**src/rtl/dl_pkg.sv**
```systemverilog
// dl_pkg: shared types and constants for the delay-line result return path.
//   dl_tx_state_t  readout FSM states (capture, encode, UART frame)
//   DL_FRAME_BITS  UART frame length: start + 8 data + stop
//   DL_CODE_W      width of the encoded result byte
package dl_pkg;

  typedef enum logic [2:0] {
    IDLE,
    SYNC,
    ENC,
    START,
    DATA,
    STOP
  } dl_tx_state_t;

  localparam int DL_FRAME_BITS = 10;
  localparam int DL_CODE_W     = 8;

endpackage

```
**src/rtl/dl_thermo_enc.sv**
```systemverilog
// dl_thermo_enc: combinational thermometer-code encoder.
// Counts the ones in the tap snapshot and flags a "bubble": a set tap sitting
// above a clear tap, which means the snapshot is not a clean thermometer code.
// Ports:
//   code    in  TAPS  tap snapshot, bit 0 nearest the launch point
//   cnt     out 6     number of set taps
//   bubble  out 1     1 if some set tap lies above a clear tap
module dl_thermo_enc #(
  parameter int TAPS = 32
) (
  input  logic [TAPS-1:0] code,
  output logic [5:0]      cnt,
  output logic            bubble
);

  always_comb begin
    logic seen_zero;
    cnt       = '0;
    bubble    = 1'b0;
    seen_zero = 1'b0;
    for (int k = 0; k < TAPS; k++) begin
      cnt = cnt + {5'd0, code[k]};
      if (code[k] && seen_zero) begin
        bubble = 1'b1;
      end
      if (!code[k]) begin
        seen_zero = 1'b1;
      end
    end
  end

endmodule

```
**src/rtl/dl_result_uart_tx.sv**
```systemverilog
// dl_result_uart_tx: snapshots the delay-line tap levels on request, encodes
// them into one byte {bubble, 0, popcount} and sends it as an 8N1 UART frame.
// Ports:
//   clk      in   1     system clock
//   rst_n    in   1     asynchronous active-low reset
//   start_i  in   1     readout request, ignored while busy_o is high
//   tap_i    in   TAPS  raw tap levels, asynchronous to clk
//   busy_o   out  1     readout in progress
//   done_o   out  1     one-cycle pulse when the stop bit completes
//   code_o   out  8     last encoded byte, held until the next encode
//   tx_o     out  1     UART line, LSB first, idles high
module dl_result_uart_tx
  import dl_pkg::*;
#(
  parameter int TAPS    = 32,
  parameter int CLK_DIV = 104
) (
  input  logic                 clk,
  input  logic                 rst_n,
  input  logic                 start_i,
  input  logic [TAPS-1:0]      tap_i,
  output logic                 busy_o,
  output logic                 done_o,
  output logic [DL_CODE_W-1:0] code_o,
  output logic                 tx_o
);

  localparam int                BAUD_W    = (CLK_DIV > 1) ? $clog2(CLK_DIV) : 1;
  localparam logic [BAUD_W-1:0] BAUD_LAST = BAUD_W'(CLK_DIV - 1);
  // Index of the last data bit (frame minus start and stop bits, minus one).
  localparam logic [2:0]        BIT_LAST  = 3'(DL_FRAME_BITS - 3);

  dl_tx_state_t         state;
  logic [TAPS-1:0]      cap1;
  logic [TAPS-1:0]      cap2;
  logic [BAUD_W-1:0]    baud_cnt;
  logic [2:0]           bit_idx;
  logic [DL_CODE_W-1:0] shreg;
  logic [5:0]           enc_cnt;
  logic                 enc_bubble;
  logic                 baud_last;

  dl_thermo_enc #(
    .TAPS (TAPS)
  ) u_enc (
    .code   (cap2),
    .cnt    (enc_cnt),
    .bubble (enc_bubble)
  );

  assign baud_last = (baud_cnt == BAUD_LAST);

  always_ff @(posedge clk or negedge rst_n) begin
    if (!rst_n) begin
      state    <= IDLE;
      cap1     <= '0;
      cap2     <= '0;
      baud_cnt <= '0;
      bit_idx  <= '0;
      shreg    <= '0;
      code_o   <= '0;
      tx_o     <= 1'b1;
      busy_o   <= 1'b0;
      done_o   <= 1'b0;
    end else begin
      done_o <= 1'b0;
      unique case (state)
        IDLE: begin
          if (start_i) begin
            cap1   <= tap_i;
            busy_o <= 1'b1;
            state  <= SYNC;
          end
        end
        SYNC: begin
          // Second flop of the synchroniser for the asynchronous tap levels.
          cap2  <= cap1;
          state <= ENC;
        end
        ENC: begin
          code_o   <= {enc_bubble, 1'b0, enc_cnt};
          shreg    <= {enc_bubble, 1'b0, enc_cnt};
          baud_cnt <= '0;
          bit_idx  <= '0;
          state    <= START;
        end
        START: begin
          // The line is still high on the first START cycle; that cycle
          // drives the start bit low and the baud count begins after it,
          // so the start bit gets its full CLK_DIV cycles.
          if (tx_o) begin
            tx_o     <= 1'b0;
            baud_cnt <= '0;
          end else if (baud_last) begin
            baud_cnt <= '0;
            tx_o     <= shreg[0];
            shreg    <= shreg >> 1;
            state    <= DATA;
          end else begin
            baud_cnt <= baud_cnt + 1'b1;
          end
        end
        DATA: begin
          if (baud_last) begin
            baud_cnt <= '0;
            if (bit_idx == BIT_LAST) begin
              bit_idx <= '0;
              tx_o    <= 1'b1;
              state   <= STOP;
            end else begin
              bit_idx <= bit_idx + 1'b1;
              tx_o    <= shreg[0];
              shreg   <= shreg >> 1;
            end
          end else begin
            baud_cnt <= baud_cnt + 1'b1;
          end
        end
        STOP: begin
          if (baud_last) begin
            baud_cnt <= '0;
            done_o   <= 1'b1;
            busy_o   <= 1'b0;
            state    <= IDLE;
          end else begin
            baud_cnt <= baud_cnt + 1'b1;
          end
        end
        default: begin
          state <= IDLE;
        end
      endcase
    end
  end

endmodule

```
**config.mk**
```make
export PLATFORM = sky130hd
export DESIGN_NAME = dl_result_uart_tx
export DESIGN_NICKNAME = d
export VERILOG_FILES = /design/src/rtl/dl_pkg.sv /design/src/rtl/dl_thermo_enc.sv /design/src/rtl/dl_result_uart_tx.sv
export SDC_FILE = /design/constraint.sdc
export NUM_CORES = 1
export LEC_CHECK = 0
export CAP_MARGIN = 10
export CORE_ASPECT_RATIO = 1.75
export CORE_MARGIN = 3
export CORE_UTILIZATION = 52
export DETAILED_ROUTE_END_ITERATION = 10
export GPL_ROUTABILITY_DRIVEN = 0
export PLACE_DENSITY = 0.82
export SETUP_SLACK_MARGIN = 0.15
export SLEW_MARGIN = 0
export SYNTH_ARGS = -nofsm -noshare
export SYNTH_HDL_FRONTEND = slang
export SYNTH_SLANG_ARGS = --single-unit
```
**constraint.sdc**
```tcl
create_clock -name clk -period 5 [get_ports clk]
set_input_delay 1 -clock clk [delete_from_list [all_inputs] [get_ports clk]]
set_output_delay 1 -clock clk [all_outputs]
set_load 0.005 [all_outputs]
```
==> results.yml, run 1 <==
routing:
  first_iter_violations: 206
  avgViaCountPerCell: 5.62
  routed_via_count: 3520
  drcViolationCount: 0
  drtAntennaViolNets: 0
  drt_first_pass_iters: 4
  detail_route.wirelength_um: 10700
  avgRoutedWirePerCell_um: 17.1
floorplan:
  core_region_area_um2: 9210
  floorplan.die_area_um2: 10800
  die-width_um: 79.9
  io-pin-count: 46
  rows: 46
  start_util: 0.539
  die-height_um: 135
global_route:
  grt_first_pass_wirelength_um: 18300
  grt_overflow_total: 0
  track_usage: 0.222
  grt_pass1_vias: 3885
  antenna_found_initial: 0
  grt_max_degree: 51
cts:
  clkTransAtPathRegs_ns: 0.06
  clkSinkCount: 95
  cts_inserted_buffers: 9
  cts_htree_levels: 3
  worst_skew_pair.late_latency_ns: 0.34
  cts_max_path_buffers: 2
  cts_root_buf: "clkbuf_16"
  cts-hold-fix-buffers: 0
  clock_tree_from_tritoncts: "built"
min_path:
  hold_class: "reg -> reg"
  min_delay_path_depth: 2
sta:
  timing.final.max_slew_violations: 0
  rsz0062_at_grt: "true"
  finalSetupViolCount: 6
  min_period_ns: 5.28
  maxClockFrequency_mhz: 190
  fin_hold_ws_ns: 0.463
  slew_headroom: 0.589
  timing.final.crit_share: 1.06
  timing.clock.skew_ns: 0.00497
  worst_slack_ns: -0.276
  final_hold_viol_count: 0
  worst-slew-pin-transition_ns: 0.617
setup_path:
  cp_slowest_cell: "fa_1"
  cp_capture_type: "flip-flop"
  crit_type: "reg -> reg"
  cp_max_fo: 2
  regToRegSetupSlack_ns: -0.28
  cp-startpoint: "cap2[1]"
  timing.critical_path.max_delay_family: "adder cells"
  worst_ep_required_time_ns: 5.22
  timing.critical_path.from_type: "flip-flop"
  cp.arrival_ns: 5.49
  worst-path-buf-inv: 3
  critPathCapture: "shreg[2]"
  timing.critical_path.mode_cell: "fa_1"
  regToRegStartpoint: "cap2[1]"
  reg2reg_depth: 15
  critical_path_depth: 15
  max_stage_delay_on_crit_path_ns: 0.53
  rr_endpoint: "shreg[2]"
  cp_cell_sequence: "ha_4 > inv_2 > fa_1 > fa_1 > fa_1 > fa_1 > fa_1 > fa_1 > inv_2 > fa_2 > fa_2 > buf_4 > xnor2_2 > a21oi_1 > mux2_2"
finish:
  design_area_um2: 6020
  nFillCells: 707
  area_growth_syn_to_layout_pct: 21.3
  multi_input_comb_area_um2: 2420
  highest_count_cells_in_the_layout_ignoring_fill_and_taps: "dfrtp_1 (94), nand2_1 (43), clkdlybuf4s50_1 (43), inv_1 (40), mux2_2 (35)"
  drive_gt1_frac: 0.180
  antenna_cells: 0
  most_common_cell_after_layout_fill_and_taps_aside: "dfrtp_1"
  ff_latch_area_um2: 2380
  design.final.nets: 572
status:
  failing_checks: "setup timing"
  run_status: "finished with violations"
pwr:
  total_power_uw: 4890
  ir_drop_v: 0.000721
  power.leakage_uw: 0.00268
  powerDensity_nw_per_um2: 812
logic_synthesis:
  postSynth.topFlopCell: "dfrtp_1"
  yosysWarningCount: 0
  ys_seq_elements: 95
  synth_area_um2: 4960
  post_synth_edffs: 0
  synth-async-reset-ratio: 1.00
  synth_cells: 446
  synth_area_per_cell_um2: 11.1
  netlist-cell-type-count: 57
  synth_net_count: 517
  post_synthesis_sequential_area_ratio: 0.479
placement:
  port_buffers: 44
  placed_area_um2: 5590
  dp.final_hpwl_um: 7650
flow_run:
  max-cap-violations: 0
-- cell usage after synthesis (4+ instances only) --
cell type,number,area share
clkbuf_1,7,0.0053
nor2_1,28,0.021
dfrtp_1,94,0.47
nand2_1,45,0.034
o21ai_0,27,0.027
a21o_1,4,0.0060
ha_1,12,0.030
inv_1,42,0.032
mux2_2,35,0.079
nand2b_1,9,0.011
o21ai_1,6,0.0060
fa_1,24,0.097
buf_2,9,0.0091
nor3_1,4,0.0040
mux2_1,13,0.029
a21oi_1,18,0.018
mux2i_1,4,0.0081
and2_1,8,0.010
nor2b_1,5,0.0063
-- registers in the layout, indices dropped and copies added, names as in the netlist --
register	cells
baud_cnt	7
bit_idx	3
busy_o	1
cap1	32
cap2	32
code_o	7
done_o	1
shreg	8
state	3
tx_o	1
-- report_power, final --
part	switching [uW]	internal [uW]
Combinational	1650	1440
Sequential	112	912
Clock	274	503
-- worst min path at each step --
stage	slack [ns]	from	to
6_report	0.46	code_o[1]	code_o[1]
5_1_grt	0.51	cap1[6]	cap1[6]
4_1_cts	0.48	code_o[1]	code_o[1]
3_5_place_dp	0.46	cap1[25]	cap2[25]
3_3_place_gp	0.46	cap1[25]	cap2[25]
2_1_floorplan	0.44	cap1[10]	cap2[10]
-- layer usage --
layer | routed length, um | GRT usage
met1 | 3720 | 0.238
met2 | 6110 | 0.401
met4 | 523 | 0.121
met5 | 0 | 0
met3 | 381 | 0.0413
-- logic make-up after synthesis --
kind of cell    Yosys count  share of synthesized area
buf+inv                  60                     0.0484
simple gates            115                      0.112
mux                      52                      0.117
fa+ha+maj                36                      0.127
xor+xnor                  2                    0.00353
other cells               1                   0.000755
compound gates           85                      0.113
flops                    95                      0.479
-- worst min-delay path: stages, from the launching register on --
cell	delay, ns
dfrtp_1	0.34
nand2_1	0.05
nand2_1	0.05
-- what timing repair did --
| item | CTS | global route |
|---|---|---|
| endpoints found under the setup margin | 7 | 10 |
| pin swaps | 10 | 8 |
| buffers inserted | 3 | 1 |
| resized for setup | 7 | 11 |
-- layout make-up --
cell class	count	share of cell area
Timing Repair Buffer	61	0.0952
Multi-Input combinational cell	291	0.401
Sequential cell	95	0.395
Clock inverter	3	0.0150
Tap cell	120	0.0249
Clock buffer	13	0.0416
Inverter	43	0.0268
-- through the flow --
step,setup TNS [ns],std cells,util,worst slack (ns)
3_3_place_gp,0,606,0.607,0.00861
2_1_floorplan,0,446,-,0.0468
5_1_grt,-1.97,626,0.654,-0.374
3_5_place_dp,-0.108,606,0.607,-0.108
4_1_cts,-0.339,625,0.649,-0.176
6_report,-1.04,626,0.654,-0.276
No activity file was read; power rests on OpenSTA's default activity.
==> run 2, diff against run 1 <==
GPL_ROUTABILITY_DRIVEN = 1   (was 0)
==> run 2 against run 1 <==
The flow still finishes with violations (setup timing). Cell count grew 0.64%. Via count fell by 0.65%. Register-to-register slack improved by 0.03 ns. Cell area is 0.12% higher. Hold slack better by 0.0011 ns. Total power rose by 5.2%. Routed wire length rose by 0.96%. Critical endpoint is now shreg[3].
==> results.yml, run 2 (same netlist as run 1, synthesis figures left out) <==
status:
  run_status: "finished with violations"
  failing_checks: "setup timing"
setup_path:
  worst_ep_required_time_ns: 5.26
  regToRegStartpoint: "cap2[0]"
  timing.critical_path.from_type: "flip-flop"
  cp.arrival_ns: 5.51
  crit_type: "reg -> reg"
  regToRegSetupSlack_ns: -0.25
  cp_capture_type: "flip-flop"
  cp-startpoint: "cap2[0]"
  reg2reg_depth: 18
  cp_max_fo: 3
  rr_endpoint: "shreg[3]"
sta:
  fin_hold_ws_ns: 0.464
  worst-slew-pin-transition_ns: 0.617
  slew_headroom: 0.589
  timing.setup.tns_ns: -1.42
  timing.final.crit_share: 1.05
  rsz0062_at_grt: "true"
  timing.final.max_slew_violations: 0
  min_period_ns: 5.25
  maxClockFrequency_mhz: 191
  timing.clock.skew_ns: 0.00803
  worst_slack_ns: -0.249
  final_hold_viol_count: 0
  finalSetupViolCount: 8
global_route:
  antenna_found_initial: 0
  track_usage: 0.217
  grt_overflow_total: 0
  grt_pass1_vias: 3766
  grt_max_degree: 52
  grt_first_pass_wirelength_um: 18000
finish:
  highest_count_cells_in_the_layout_ignoring_fill_and_taps: "dfrtp_1 (94), nand2_1 (43), clkdlybuf4s50_1 (43), inv_1 (40), mux2_2 (34)"
  design.final.nets: 576
  most_common_cell_after_layout_fill_and_taps_aside: "dfrtp_1"
  top_registers: "cap1 x32, cap2 x32, shreg x8"
  antenna_cells: 0
  nFillCells: 728
  area_growth_syn_to_layout_pct: 21.4
  drive_gt1_frac: 0.184
routing:
  detail_route.wirelength_um: 10800
  drt_first_pass_iters: 4
  drcViolationCount: 0
  drtAntennaViolNets: 0
  first_iter_violations: 219
  avgViaCountPerCell: 5.55
  avgRoutedWirePerCell_um: 17.2
  routed_via_count: 3497
cts:
  cts-hold-fix-buffers: 0
  clock_tree_from_tritoncts: "built"
  cts_htree_levels: 3
  clkSinkCount: 95
  clkTransAtPathRegs_ns: 0.06
  cts_max_path_buffers: 2
  cts_root_buf: "clkbuf_16"
  cts_inserted_buffers: 9
  worst_skew_pair.late_latency_ns: 0.35
flow_run:
  max-cap-violations: 0
placement:
  dp.final_hpwl_um: 7770
  port_buffers: 44
  gp_congestion: 0.921
pwr:
  ir_drop_v: 0.000934
  powerDensity_nw_per_um2: 853
  power.leakage_uw: 0.00270
min_path:
  worst_hold_path.endpoint: "code_o[4]"
  worst_hold_startpoint: "code_o[4]"
  min_delay_path_depth: 2
  hold_class: "reg -> reg"
floorplan:
  die-height_um: 135
  floorplan.die_area_um2: 10800
  rows: 46
  die-width_um: 79.9
  io-pin-count: 46
  start_util: 0.539
  core_region_area_um2: 9210
[run 2: per-layer routing]
metal / wire (um) / up-vias / global-route usage
met1: 4020 / 1763 / 0.236
met2: 6050 / 69 / 0.393
li1: - / 1629 / -
met3: 318 / 36 / 0.0446
met5: 0 / - / 0
met4: 453 / 0 / 0.103
[run 2: area by class of cell]
cell class	count	area (um2)	share of cell area
Timing Repair Buffer	65	599	0.0994
Clock buffer	13	260	0.0432
Inverter	43	161	0.0268
Tap cell	120	150	0.0249
Multi-Input combinational cell	291	2410	0.400
Sequential cell	95	2380	0.395
Clock inverter	3	65.1	0.0108
[run 2: how the worst max path moves through the flow]
stage | to | cells after the start | slack [ns]
2_1_floorplan | shreg[4] | 16 | 0.05
3_3_place_gp | shreg[4] | 17 | -0.005
3_5_place_dp | shreg[4] | 16 | -0.15
4_1_cts | shreg[4] | 16 | -0.18
5_1_grt | shreg[4] | 16 | -0.46
6_report | shreg[3] | 18 | -0.25
[run 2: power by group]
group	leakage [uW]	internal, uW	total, uW	switching, uW
clock	0.000160	465	745	280
combinational	0.00137	1770	3370	1600
sequential	0.00118	911	1030	114
total	0.00270	3150	5140	1990
[run 2: what timing repair did]
item,in CTS,in global routing
setup buffers,5,2
gates cloned,0,0
pin swaps,5,7
endpoints found under the setup margin,9,10
gates resized for setup,7,8
[run 2: metrics by stage]
stage                     cell area [um2]  utilization  power [uW]  worst slack [ns]  instances
after floorplan                      4970            -        2640            0.0468        446
after global routing                 6030        0.655        5470            -0.456        630
after global placement               5600        0.608        3030          -0.00466        607
final                                6030        0.655        5140            -0.249        630
after detailed placement             5600        0.608        3170            -0.152        607
after CTS                            5980        0.649        4540            -0.180        628
[run 2: worst max-delay path, stage by stage, from the launching register on]
cell and delay (ns):
dfrtp_1 0.40, ha_1 0.31, inv_2 0.07, fa_1 0.46, fa_1 0.52, fa_1 0.43
fa_1 0.51, fa_1 0.43, fa_1 0.51, inv_2 0.04, fa_2 0.34, buf_4 0.14
buf_4 0.12, buf_4 0.14, a211oi_4 0.22, nor2_2 0.08, nor2_1 0.18, mux2i_1 0.11
a21oi_1 0.14
